[src/rtl/tc_pkg.sv]
// Shared tensor-core package: dimensions, tile framing,
// loader state encoding and operand-matrix select codes.
package tc_pkg;

  localparam int DIM            = 4;
  localparam int EW             = 8;
  localparam int BEATS_PER_TILE = 12;
  localparam int CNT_W          = 4;

  localparam logic [CNT_W-1:0] LAST_BEAT =
    CNT_W'(BEATS_PER_TILE - 1);

  typedef enum logic [1:0] {
    IDLE,
    FILL,
    FULL
  } state_t;

  typedef enum logic [1:0] {
    MAT_A = 2'd0,
    MAT_B = 2'd1,
    MAT_C = 2'd2
  } mat_sel_t;

endpackage

[src/rtl/tc_fp8_operand_loader.sv]
// FP8 operand loader: assembles a 12-beat A/B/C row stream into
// 4x4 operand arrays and holds them with tile_valid until taken.
// Ports: clk, rst_n, flush; s_valid/s_ready/s_data/s_last input
// stream; A/B/C operand matrices; tile_valid/tile_ready; err pulse.
module tc_fp8_operand_loader
  import tc_pkg::*;
#(
  parameter int DIM = 4,
  parameter int EW  = 8
) (
  input  logic                          clk,
  input  logic                          rst_n,
  input  logic                          flush,
  input  logic                          s_valid,
  output logic                          s_ready,
  input  logic [DIM*EW-1:0]             s_data,
  input  logic                          s_last,
  output logic [0:DIM-1][0:DIM-1][EW-1:0] A,
  output logic [0:DIM-1][0:DIM-1][EW-1:0] B,
  output logic [0:DIM-1][0:DIM-1][EW-1:0] C,
  output logic                          tile_valid,
  input  logic                          tile_ready,
  output logic                          err
);

  state_t           state;
  logic [CNT_W-1:0] beat_cnt;
  logic             acc;
  logic             wr_en;
  mat_sel_t         sel;
  logic [1:0]       row;

  assign acc   = s_valid && s_ready && (state == FILL);
  // A beat arriving together with flush is dropped.
  assign wr_en = acc && !flush;
  assign sel   = mat_sel_t'(beat_cnt[3:2]);
  assign row   = beat_cnt[1:0];

  always_ff @(posedge clk or negedge rst_n) begin
    if (!rst_n) begin
      state      <= IDLE;
      beat_cnt   <= '0;
      s_ready    <= 1'b0;
      tile_valid <= 1'b0;
      err        <= 1'b0;
    end else begin
      err <= 1'b0;
      if (flush) begin
        state      <= FILL;
        beat_cnt   <= '0;
        s_ready    <= 1'b1;
        tile_valid <= 1'b0;
      end else begin
        unique case (state)
          IDLE: begin
            state   <= FILL;
            s_ready <= 1'b1;
          end
          FILL: begin
            if (acc) begin
              if (beat_cnt == LAST_BEAT) begin
                // Completion is count-driven;
                // a missing s_last only flags.
                state      <= FULL;
                beat_cnt   <= '0;
                s_ready    <= 1'b0;
                tile_valid <= 1'b1;
                err        <= !s_last;
              end else if (s_last) begin
                beat_cnt <= '0;
                err      <= 1'b1;
              end else begin
                beat_cnt <= beat_cnt + 1'b1;
              end
            end
          end
          FULL: begin
            if (tile_ready) begin
              state      <= FILL;
              s_ready    <= 1'b1;
              tile_valid <= 1'b0;
            end
          end
          default: begin
            state   <= IDLE;
            s_ready <= 1'b0;
          end
        endcase
      end
    end
  end

  always_ff @(posedge clk or negedge rst_n) begin
    if (!rst_n) begin
      A <= '0;
      B <= '0;
      C <= '0;
    end else if (wr_en) begin
      for (int k = 0; k < DIM; k++) begin
        unique case (1'b1)
          (sel == MAT_A): A[row][k] <= s_data[EW*k +: EW];
          (sel == MAT_B): B[row][k] <= s_data[EW*k +: EW];
          (sel == MAT_C): C[row][k] <= s_data[EW*k +: EW];
          default: ;
        endcase
      end
    end
  end

endmodule

[config.mk]
export PLATFORM = sky130hd
export DESIGN_NAME = tc_fp8_operand_loader
export DESIGN_NICKNAME = d
export VERILOG_FILES = /design/src/rtl/tc_pkg.sv /design/src/rtl/tc_fp8_operand_loader.sv
export SDC_FILE = /design/constraint.sdc
export NUM_CORES = 1
export LEC_CHECK = 0
export ABC_CLOCK_PERIOD_IN_PS = 2450
export BUFFER_PORTS_ARGS = -buffer_cell sky130_fd_sc_hd__buf_2
export CAP_MARGIN = 10
export CORE_UTILIZATION = 48
export DETAILED_ROUTE_END_ITERATION = 8
export PLACE_DENSITY = 0.75
export SLEW_MARGIN = 20
export SYNTH_ARGS = -nofsm -noshare
export SYNTH_HDL_FRONTEND = slang
export SYNTH_SLANG_ARGS = --single-unit
[constraint.sdc]
create_clock -name clk -period 2.45 [get_ports clk]
set_input_delay 0.49 -clock clk [delete_from_list [all_inputs] [get_ports clk]]
set_output_delay 0.49 -clock clk [all_outputs]
set_load 0.02 [all_outputs]
Yosys cells after proc, flatten, opt, wreduce, memory -nomap -nowiden. Cells that the tools add are included.

Bits in registers: 393. Output and inout bits: 387. Logic and storage cells: 145.

$add $sub $neg: 1. Order comparisons: 2. Equal/unequal tests: 8. Multiplexer cells: 66. Bitwise logic cells: 1. Reductions and logical operators: 14.

Operator list (number): 2-to-1 mux 128 bit (21); bitwise mux 128 bit (12); demux 32 bit (select 2 bit) (4); 2-to-1 mux 32 bit (1); 2-to-1 mux 24 bit (1); 2-to-1 mux 4 bit (5); 2-to-1 mux 16 bit (1); 2-to-1 mux 1 bit (13); 2-to-1 mux 2 bit (4); 2-to-1 mux 8 bit (1); inequality test 3 bit (second input constant) (2); one-hot mux 2 bit (3 select lines) (1); adder 4 x 1 -> 4 bit (second input constant) (1); equality test 2 x 1 -> 1 bit (second input constant) (2); equality test 2 bit (second input constant) (2); equality test 4 bit (second input constant) (1); logical AND 1 bit (4); logical NOT 2 bit (2); AND reduction 4 bit (1); nonzero test 2 bit (2); >= comparator 3 bit (second input constant) (1); < comparator 3 x 1 -> 1 bit (second input constant) (1); inequality test 3 x 2 -> 1 bit (second input constant) (1); inverter 2 -> 3 bit (1); 6 further kinds (7).

Longest topological paths before layout. Gate-level depths: netlist (run 1).

Depth after elaboration: 16. Depth in mapped cells: 6. Mapped depth without buffers: 4.

Least setup slack after synthesis (run 1). No wires, ideal clock.

Path type: register to register. Start: register beat_cnt[0]. End: register C[13] (netlist name). Arrival time: 1.698 ns. Setup slack: 0.627 ns. Cell stages (with the launch flop): 7. Buffers on the path: 2. Clock period less this slack: 1.823 ns. Path through: dfrtp_1 ha_1 and3b_1 and3_1 buf_2 buf_2 mux2_2.

Cells in the longest elaborated chain, start to end: 13.

RTL lines: from (decl) (line tc_fp8_operand_loader.sv:27) `logic [CNT_W-1:0] beat_cnt;`; from (signal assigned) (line tc_fp8_operand_loader.sv:73) `beat_cnt <= beat_cnt + 1'b1;`; inverter 2 -> 3 bit (not written as such) (*) (line tc_fp8_operand_loader.sv:103) `(sel == MAT_C): C[row][k] <= s_data[EW*k +: EW];`; demux 32 bit (select 2 bit) (line tc_fp8_operand_loader.sv:103); bitwise mux 128 bit (line tc_fp8_operand_loader.sv:103); 2-to-1 mux 128 bit (line tc_fp8_operand_loader.sv:100) `unique case (1'b1)`; 2-to-1 mux 128 bit (line tc_fp8_operand_loader.sv:98) `end else if (wr_en) begin`; bitwise mux 128 bit (line tc_fp8_operand_loader.sv:103); 2-to-1 mux 128 bit (line tc_fp8_operand_loader.sv:100); 2-to-1 mux 128 bit (line tc_fp8_operand_loader.sv:98); bitwise mux 128 bit (line tc_fp8_operand_loader.sv:103); 2-to-1 mux 128 bit (line tc_fp8_operand_loader.sv:100); 2-to-1 mux 128 bit (line tc_fp8_operand_loader.sv:98); bitwise mux 128 bit (line tc_fp8_operand_loader.sv:103); 2-to-1 mux 128 bit (*) (line tc_fp8_operand_loader.sv:100); to (signal, indexed assignment) (line tc_fp8_operand_loader.sv:103); to (decl) (line tc_fp8_operand_loader.sv:20) `output logic [0:DIM-1][0:DIM-1][EW-1:0] C,`.

Every way passes the cells marked *; elsewhere a longest branch is shown, timed or not. The select of a mux whose other input is x is not followed. A chain may end at the register's enable or synchronous reset.

Worst setup path after layout (run 1).
Start: register beat_cnt[0]. End: register C[23] (netlist name).

Cells in the longest elaborated chain, start to end: 13.

RTL lines (line): inverter 2 -> 3 bit (not written as such) (*) (tc_fp8_operand_loader.sv:103); >= comparator 3 bit (not written as such), or another cell as far along (tc_fp8_operand_loader.sv:103); logical AND 1 bit (not written as such) / bitwise mux 128 bit (equally long branches) (tc_fp8_operand_loader.sv:103); 2-to-1 mux 24 bit (not written as such) / 2-to-1 mux 128 bit (equally long branches) (tc_fp8_operand_loader.sv:103, tc_fp8_operand_loader.sv:100); demux 32 bit (select 2 bit) / 2-to-1 mux 128 bit (equally long branches) (tc_fp8_operand_loader.sv:103, tc_fp8_operand_loader.sv:98); bitwise mux 128 bit (tc_fp8_operand_loader.sv:103); 2-to-1 mux 128 bit (tc_fp8_operand_loader.sv:100); 2-to-1 mux 128 bit (tc_fp8_operand_loader.sv:98); bitwise mux 128 bit (tc_fp8_operand_loader.sv:103); 2-to-1 mux 128 bit (tc_fp8_operand_loader.sv:100); 2-to-1 mux 128 bit (tc_fp8_operand_loader.sv:98); bitwise mux 128 bit (tc_fp8_operand_loader.sv:103); 2-to-1 mux 128 bit (*) (tc_fp8_operand_loader.sv:100).

Marked as above.

==> results of run 1 <==
[layout make-up]
cell class              count  area share [%]
inverters                   5         0.09394
multi-input cells         438           28.15
clock buffers              63           6.426
flip-flops and latches    393           49.23
clock inverters            11          0.6889
repair buffers            463           12.65
well taps                 442           2.768
[metrics by stage]
stage	instances	power (mW)
2_1_floorplan	913	8.311
3_3_place_gp	1740	9.043
3_5_place_dp	1740	9.085
4_1_cts	1815	15.50
5_1_grt	1815	15.90
6_report	1815	15.37
[power by group]
part / leakage, nW / internal [mW] / switching [mW] / total (mW)
clock network: 0.704 / 3.93 / 2.46 / 6.39
registers: 5.33 / 6.87 / 0.233 / 7.11
logic: 5.57 / 0.800 / 1.07 / 1.87
total: 11.6 / 11.6 / 3.76 / 15.4
[worst max-delay path: cells and delay by family (launching register included)]
| kind | cells | cell delay (ns) |
|---|---|---|
| AND/OR/NAND/NOR | 2 | 0.46 |
| flip-flops | 1 | 0.45 |
| multiplexers | 1 | 0.38 |
| adder cells (fa/ha/maj) | 1 | 0.36 |
| buffers and inverters | 1 | 0.31 |
[how the worst max path moves through the flow]
stage / end / startpoint
floorplan: C[13]$_DFFE_PN0P_ / beat_cnt[0]$_DFFE_PN0P_
finish: C[23]$_DFFE_PN0P_ / beat_cnt[0]$_DFFE_PN0P_
detailed placement: C[81]$_DFFE_PN0P_ / flush
global placement: C[113]$_DFFE_PN0P_ / flush
global route: C[9]$_DFFE_PN0P_ / beat_cnt[0]$_DFFE_PN0P_
CTS: C[23]$_DFFE_PN0P_ / beat_cnt[0]$_DFFE_PN0P_
[flip-flops by register name (all words and copies together) (netlist names)]
register,flops
A,128
B,128
C,128
beat_cnt,4
state,2
err,1
s_ready,1
tile_valid,1
[cell usage after synthesis (2+ instances only)]
| cell | number | share of area (%) |
|---|---|---|
| a21oi_1 | 3 | 0.094 |
| and2_1 | 2 | 0.078 |
| and3_1 | 2 | 0.078 |
| and4_1 | 4 | 0.22 |
| and4b_1 | 2 | 0.13 |
| buf_2 | 17 | 0.53 |
| buf_4 | 3 | 0.14 |
| buf_6 | 25 | 1.8 |
| clkbuf_1 | 32 | 0.75 |
| dfrtp_1 | 393 | 62 |
| ha_1 | 4 | 0.31 |
| inv_1 | 5 | 0.12 |
| mux2_1 | 30 | 2.1 |
| mux2_2 | 144 | 10 |
| mux2_4 | 210 | 20 |
| nand2_1 | 2 | 0.047 |
| nand3_1 | 3 | 0.094 |
| nand4_4 | 7 | 0.93 |
| nand4b_1 | 5 | 0.27 |
| nor2_1 | 3 | 0.070 |
| nor2b_1 | 2 | 0.078 |
| o21ai_0 | 3 | 0.094 |
[placed cells by master, fill, tap and decap left out, types with 2 or more instances in the layout]
cell and n:
a21oi_1 3, and2_1 2, and4_2 4, and4b_1 2, buf_12 8, buf_2 423
buf_4 30, bufinv_16 3, clkbuf_1 9, clkbuf_16 45, clkbuf_8 9, clkinv_2 6
clkinv_4 2, dfrtp_1 393, ha_1 4, inv_1 5, mux2_1 30, mux2_2 144
mux2_4 210, nand2_1 2, nand3_1 3, nand4_4 7, nand4b_1 5, nor2_1 3
nor2b_1 2, o21ai_0 3
[cells by family after synthesis]
logic type                 after synthesis  synth area share [%]
adders and majority gates                4                0.3132
muxes                                  384                 31.99
xor gates and xnor gates                 1               0.05482
and+or+nand+nor                         38                 2.341
buffers and inverters                   82                 3.304
DFF                                    393                 61.55
AOI/OAI and AO/OA                       11                0.4463
[layer usage]
metal,share of wire (%),GRT usage [%],vias up,wire length [µm]
li1,-,-,4057,-
met1,42,31.26,4800,17220
met2,47,39.29,364,19670
met3,7.0,5.750,95,2900
met4,4.0,9.833,2,1654
met5,0.024,0,-,10
==> flow_results.xml, run 1 <==
<?xml version="1.0" encoding="UTF-8"?>
<metrics>
  <group name="logic_synthesis">
    <metric name="synthFlopType" unit="">dfrtp_1</metric>
    <metric name="synth_sequential_area_ratio" unit="%">61.55</metric>
    <metric name="ys.warnings.count" unit="">0</metric>
    <metric name="synth_fp_nets" unit="">955</metric>
    <metric name="synth_edf_count" unit="">0</metric>
    <metric name="synth_area" unit="µm²">15980</metric>
    <metric name="avgSynthCellArea" unit="µm²">17.50</metric>
    <metric name="post_synth_inst_count" unit="">913</metric>
    <metric name="post_synthesis_register_bit_count" unit="">393</metric>
    <metric name="ys_async_sr_fraction" unit="%">100.0</metric>
    <metric name="synth_cell_types" unit="">34</metric>
  </group>
  <group name="placement">
    <metric name="dp_slack" unit="ns">0.2927</metric>
    <metric name="port_buffer_count" unit="">424</metric>
    <metric name="globalplace.congestion" unit="">0.7747</metric>
    <metric name="post_dp_cell_area" unit="µm²">18550</metric>
    <metric name="dp.final_hpwl" unit="µm">28290</metric>
  </group>
  <group name="timing">
    <metric name="period_share" unit="%">86.12</metric>
    <metric name="clock_skew" unit="ns">0.009750</metric>
    <metric name="final_max_slew_viol_count" unit="">0</metric>
    <metric name="report.final.hold_viol_count" unit="">0</metric>
    <metric name="clock.fmax" unit="MHz">474.0</metric>
    <metric name="final.setup.tns" unit="ns">0</metric>
    <metric name="finalHoldWorstSlack" unit="ns">0.2372</metric>
    <metric name="final-setup-viol-count" unit="">0</metric>
    <metric name="timing.max_slew.rel_slack" unit="%">62.66</metric>
    <metric name="rsz0062_at_grt" unit="">no</metric>
    <metric name="min_period" unit="ns">2.110</metric>
    <metric name="worst_slew_pin_tran" unit="ns">0.5601</metric>
    <metric name="final_critical_path_setup_slack" unit="ns">0.3401</metric>
  </group>
  <group name="global_routing">
    <metric name="grt_antenna_before_repair" unit="">1</metric>
    <metric name="final_global_route_overflow_total" unit="">0</metric>
    <metric name="grt_pass1_vias" unit="">9672</metric>
    <metric name="grt_pass1_wl" unit="µm">61640</metric>
    <metric name="grt_start_max_net_pins" unit="">80</metric>
    <metric name="groute.usage.overall" unit="%">24.23</metric>
  </group>
  <group name="setup_path">
    <metric name="cpMaxStageDelayCell" unit="">dfrtp_1</metric>
    <metric name="worst_r2r_endpoint" unit="">C[23]$_DFFE_PN0P_</metric>
    <metric name="end_kind" unit="">register</metric>
    <metric name="r2r_setup_slack" unit="ns">0.34</metric>
    <metric name="crit_path_max_fanout" unit="">18</metric>
    <metric name="r2r.worst_path.cells" unit="">5</metric>
    <metric name="cp.arrival" unit="ns">2.51</metric>
    <metric name="r2r-start" unit="">beat_cnt[0]$_DFFE_PN0P_</metric>
    <metric name="cp-start-kind" unit="">register</metric>
    <metric name="timing.critical_path.required" unit="ns">2.85</metric>
    <metric name="critical_path.max_stage_delay" unit="ns">0.45</metric>
    <metric name="classification_of_the_worst_setup_path" unit="">register to register</metric>
    <metric name="crit_chain" unit="">ha_1 -&gt; and3b_1 -&gt; and3_2 -&gt; buf_4 -&gt; mux2_2</metric>
  </group>
  <group name="route">
    <metric name="routed_wirelength" unit="µm">41460</metric>
    <metric name="postRouteAntennaNets" unit="">0</metric>
    <metric name="drt_drc_violations_left" unit="">0</metric>
    <metric name="viasPerCell" unit="">5.134</metric>
    <metric name="drt-initial-drc-count" unit="">329</metric>
    <metric name="vias" unit="">9318</metric>
    <metric name="drt-wirelength-per-cell" unit="µm">22.84</metric>
    <metric name="drt_first_pass_iters" unit="">4</metric>
  </group>
  <group name="min_path">
    <metric name="timing.hold.worst_path_depth" unit="">2</metric>
    <metric name="min_path_type" unit="">input port to register</metric>
    <metric name="min-delay-start" unit="">flush</metric>
    <metric name="min_to" unit="">beat_cnt[2]$_DFFE_PN0P_</metric>
  </group>
  <group name="run">
    <metric name="max_cap_viol_count" unit="">0</metric>
  </group>
  <group name="floorplan">
    <metric name="die_x" unit="µm">184.5</metric>
    <metric name="start_util" unit="%">48.99</metric>
    <metric name="io_pins" unit="">425</metric>
    <metric name="fp.dieArea" unit="µm²">34020</metric>
    <metric name="die_boundary_height" unit="µm">184.5</metric>
    <metric name="fp.coreArea" unit="µm²">32620</metric>
    <metric name="rows" unit="">66</metric>
  </group>
  <group name="cts">
    <metric name="cts_num_sinks" unit="">393</metric>
    <metric name="clockRootBuffer" unit="">clkbuf_16</metric>
    <metric name="post_cts_resized" unit="">0</metric>
    <metric name="tritoncts_clock_tree" unit="">built</metric>
    <metric name="insertion_delay" unit="ns">0.52</metric>
    <metric name="tritoncts.num_buffers" unit="">42</metric>
    <metric name="cts_max_path_buffers" unit="">3</metric>
    <metric name="clock_tree.htree_level_count" unit="">2</metric>
    <metric name="ctsHoldBuffers" unit="">1</metric>
    <metric name="clk_transition_reported_paths" unit="ns">0.06</metric>
    <metric name="cts_setup_buffers" unit="">0</metric>
  </group>
  <group name="power_and_ir_drop">
    <metric name="max-vdd-ir-drop" unit="µV">484.6</metric>
    <metric name="cellPowerDensity" unit="nW/µm²">769.2</metric>
    <metric name="p_leak" unit="nW">11.60</metric>
  </group>
  <group name="layout">
    <metric name="antenna_cells" unit="">0</metric>
    <metric name="area_of_the_multi_input_gates" unit="µm²">5623</metric>
    <metric name="post_route_cells_drive_above_1_share" unit="%">65.19</metric>
    <metric name="final_net_count" unit="">1385</metric>
    <metric name="post-route-util" unit="%">61.25</metric>
    <metric name="stdcell_area" unit="µm²">19980</metric>
    <metric name="ff_latch_area" unit="µm²">9834</metric>
    <metric name="layout-area-overhead-vs-synth" unit="%">25.03</metric>
    <metric name="final.fill_count" unit="">2456</metric>
  </group>
  <group name="status">
    <metric name="run_status" unit="">complete, no violations</metric>
  </group>
</metrics>
(Power assumes the default switching activity.)
==> run 2: changes to the inputs <==
==> constraint.sdc (replaced) <==
create_clock -name clk -period 2.45 [get_ports clk]
set_input_delay 0.1225 -clock clk [delete_from_list [all_inputs] [get_ports clk]]
set_output_delay 0.1225 -clock clk [all_outputs]
set_load 0.02 [all_outputs]
==> run 2 against run 1 <==
Net effect: fmax shrank 2.1%; highest routed layer is now met4; critical endpoint is now A[94]$_DFFE_PN0P_; clock skew rose by 0.00093 ns; sequential power hardly changed; register-to-register slack worse by 0.05 ns; total power fell by 0.53%; largest power group unchanged; worst hold slack worse by 0.21 ns; clock-buffer cell count grew 3; critical path depth up 1; sequential share of layout area decreased by 0.12 points; global-route usage rose by 0.33 points.
==> flow_results.xml, run 2 (synthesis results as in run 1) <==
<?xml version="1.0" encoding="UTF-8"?>
<metrics>
  <group name="global_routing">
    <metric name="grt_pass1_wl" unit="µm">62360</metric>
    <metric name="final_global_route_overflow_total" unit="">0</metric>
    <metric name="grt_start_max_net_pins" unit="">86</metric>
    <metric name="grt_antenna_before_repair" unit="">0</metric>
    <metric name="grt_pass1_vias" unit="">9686</metric>
    <metric name="groute.usage.overall" unit="%">24.55</metric>
  </group>
  <group name="power_and_ir_drop">
    <metric name="share_clk_of_total_power" unit="%">41.1</metric>
    <metric name="p_sw" unit="mW">3.779</metric>
    <metric name="report.power.total" unit="mW">15.29</metric>
    <metric name="internal_power" unit="mW">11.51</metric>
    <metric name="cellPowerDensity" unit="nW/µm²">763.2</metric>
    <metric name="p_leak" unit="nW">11.61</metric>
    <metric name="pwr-share-seq" unit="%">46.6</metric>
    <metric name="comb_power_share" unit="%">12.3</metric>
    <metric name="max-vdd-ir-drop" unit="µV">528.2</metric>
    <metric name="switching_share" unit="%">24.72</metric>
  </group>
  <group name="route">
    <metric name="vias" unit="">9439</metric>
    <metric name="viasPerCell" unit="">5.175</metric>
    <metric name="postRouteAntennaNets" unit="">0</metric>
    <metric name="drt-initial-drc-count" unit="">385</metric>
    <metric name="drt_drc_violations_left" unit="">0</metric>
    <metric name="drt-wirelength-per-cell" unit="µm">22.98</metric>
    <metric name="routed_wirelength" unit="µm">41920</metric>
    <metric name="drt_first_pass_iters" unit="">4</metric>
  </group>
  <group name="timing">
    <metric name="final-setup-viol-count" unit="">0</metric>
    <metric name="clock.fmax" unit="MHz">463.9</metric>
    <metric name="clock_skew" unit="ns">0.01068</metric>
    <metric name="timing.max_slew.rel_slack" unit="%">50.98</metric>
    <metric name="report.final.hold_viol_count" unit="">0</metric>
    <metric name="final.setup.tns" unit="ns">0</metric>
    <metric name="rsz0062_at_grt" unit="">no</metric>
    <metric name="worst_slew_pin_tran" unit="ns">0.7352</metric>
    <metric name="min_period" unit="ns">2.156</metric>
    <metric name="final_max_slew_viol_count" unit="">0</metric>
    <metric name="period_share" unit="%">87.98</metric>
  </group>
  <group name="setup_path">
    <metric name="cp.arrival" unit="ns">2.56</metric>
    <metric name="crit_path_max_fanout" unit="">16</metric>
    <metric name="end_kind" unit="">register</metric>
    <metric name="r2r-start" unit="">state[0]$_DFFE_PN0P_</metric>
    <metric name="cp-start-kind" unit="">register</metric>
    <metric name="r2r.worst_path.cells" unit="">6</metric>
    <metric name="worst_r2r_endpoint" unit="">A[94]$_DFFE_PN0P_</metric>
    <metric name="r2r_setup_slack" unit="ns">0.29</metric>
    <metric name="timing.critical_path.required" unit="ns">2.86</metric>
    <metric name="classification_of_the_worst_setup_path" unit="">register to register</metric>
  </group>
  <group name="floorplan">
    <metric name="rows" unit="">66</metric>
    <metric name="fp.coreArea" unit="µm²">32620</metric>
    <metric name="die_boundary_height" unit="µm">184.5</metric>
    <metric name="start_util" unit="%">48.99</metric>
    <metric name="fp.dieArea" unit="µm²">34020</metric>
    <metric name="io_pins" unit="">425</metric>
    <metric name="die_x" unit="µm">184.5</metric>
  </group>
  <group name="layout">
    <metric name="reg_top3" unit="">A x128, B x128, C x128</metric>
    <metric name="antenna_cells" unit="">0</metric>
    <metric name="post_route_cells_drive_above_1_share" unit="%">64.33</metric>
    <metric name="mostFrequentLayoutCells" unit="">buf_2 (423), dfrtp_1 (393), mux2_4 (210)</metric>
    <metric name="layout-area-overhead-vs-synth" unit="%">25.34</metric>
    <metric name="final_common_cell" unit="">buf_2</metric>
    <metric name="final_net_count" unit="">1396</metric>
  </group>
  <group name="placement">
    <metric name="port_buffer_count" unit="">424</metric>
    <metric name="dp.final_hpwl" unit="µm">28530</metric>
    <metric name="globalplace.congestion" unit="">0.8049</metric>
  </group>
  <group name="min_path">
    <metric name="min_path_type" unit="">input port to register</metric>
    <metric name="min_to" unit="">C[106]$_DFFE_PN0P_</metric>
    <metric name="min-delay-start" unit="">s_data[18]</metric>
    <metric name="timing.hold.worst_path_depth" unit="">2</metric>
  </group>
  <group name="cts">
    <metric name="clock_tree.htree_level_count" unit="">2</metric>
    <metric name="insertion_delay" unit="ns">0.53</metric>
    <metric name="clockRootBuffer" unit="">clkbuf_16</metric>
    <metric name="tritoncts_clock_tree" unit="">built</metric>
    <metric name="tritoncts.num_buffers" unit="">41</metric>
    <metric name="cts_num_sinks" unit="">393</metric>
    <metric name="cts_max_path_buffers" unit="">3</metric>
    <metric name="cts_setup_buffers" unit="">0</metric>
    <metric name="clk_transition_reported_paths" unit="ns">0.06</metric>
  </group>
  <group name="status">
    <metric name="run_status" unit="">complete, no violations</metric>
  </group>
  <group name="run">
    <metric name="max_cap_viol_count" unit="">0</metric>
  </group>
</metrics>
==> run 2: cell types whose count changed in the layout (fill, tap and decap cells not counted), sizes merged <==
cell,before,now
clkbuf,63,66
clkinv,8,1
inv,5,6
buf,462,463
dlygate4sd3,1,12
==> run 2: area by class of cell <==
class,count,area (µm²)
clock inverter,5,103.9
clock buffer,66,1262
tap,442,553.0
multi-input combinational,438,5623
inverter,5,18.77
sequential,393,9834
timing repair buffer,475,2633
fill,2486,12590
==> run 2: metrics by stage <==
stage	hold WS, ns	util [%]	cell area (µm²)	setup slack [ns]	instances
floorplan	-0.1731	-	15980	0.6267	913
global placement	0.1989	56.84	18540	0.4383	1741
detailed placement	0.1961	56.84	18540	0.3339	1741
CTS	0.0006800	61.40	20030	0.3066	1824
global route	0.02390	61.40	20030	0.2069	1824
finish	0.02886	61.40	20030	0.2944	1824
==> run 2: routing by layer <==
metal | vias to the layer above | GRT usage [%] | routed length, µm | share of wire [%]
met5 | - | 0 | 0 | 0
met4 | 0 | 9.167 | 1456 | 3.5
met3 | 85 | 5.533 | 2547 | 6.1
met2 | 331 | 39.00 | 19960 | 48
met1 | 4939 | 32.91 | 17950 | 43
li1 | 4084 | - | - | -
==> run 2: power groups by stage <==
stage                     registers, mW  logic (mW)  clock network [mW]
after floorplan                    7.66       0.655                   0
after global placement             7.23        1.85                   0
after detailed placement           7.22        1.89                   0
after CTS                          7.12        1.90                6.41
after global routing               7.16        2.00                6.68
final                              7.12        1.88                6.29
==> run 2: timing repair <==
action	in CTS	in global routing
hold endpoints to repair	114	0
gates resized for setup	0	0
hold buffers	12	0
==> run 2: how the worst max path moves through the flow <==
stage | slack (ns) | startpoint | endpoint | depth (start not counted)
after global placement | 0.44 | state[1]$_DFFE_PN0P_ | C[11]$_DFFE_PN0P_ | 5
after detailed placement | 0.33 | state[1]$_DFFE_PN0P_ | A[125]$_DFFE_PN0P_ | 6
after global routing | 0.21 | state[0]$_DFFE_PN0P_ | C[9]$_DFFE_PN0P_ | 5
after floorplan | 0.63 | beat_cnt[0]$_DFFE_PN0P_ | C[13]$_DFFE_PN0P_ | 6
after CTS | 0.31 | state[0]$_DFFE_PN0P_ | A[125]$_DFFE_PN0P_ | 6
final | 0.29 | state[0]$_DFFE_PN0P_ | A[94]$_DFFE_PN0P_ | 6
==> run 2: critical path, stage by stage, from the launching register on <==
cell,delay [ns]
dfrtp_1,0.49
nor3b_4,0.38
buf_4,0.28
buf_4,0.17
nand4_4,0.10
buf_4,0.28
mux2_4,0.34
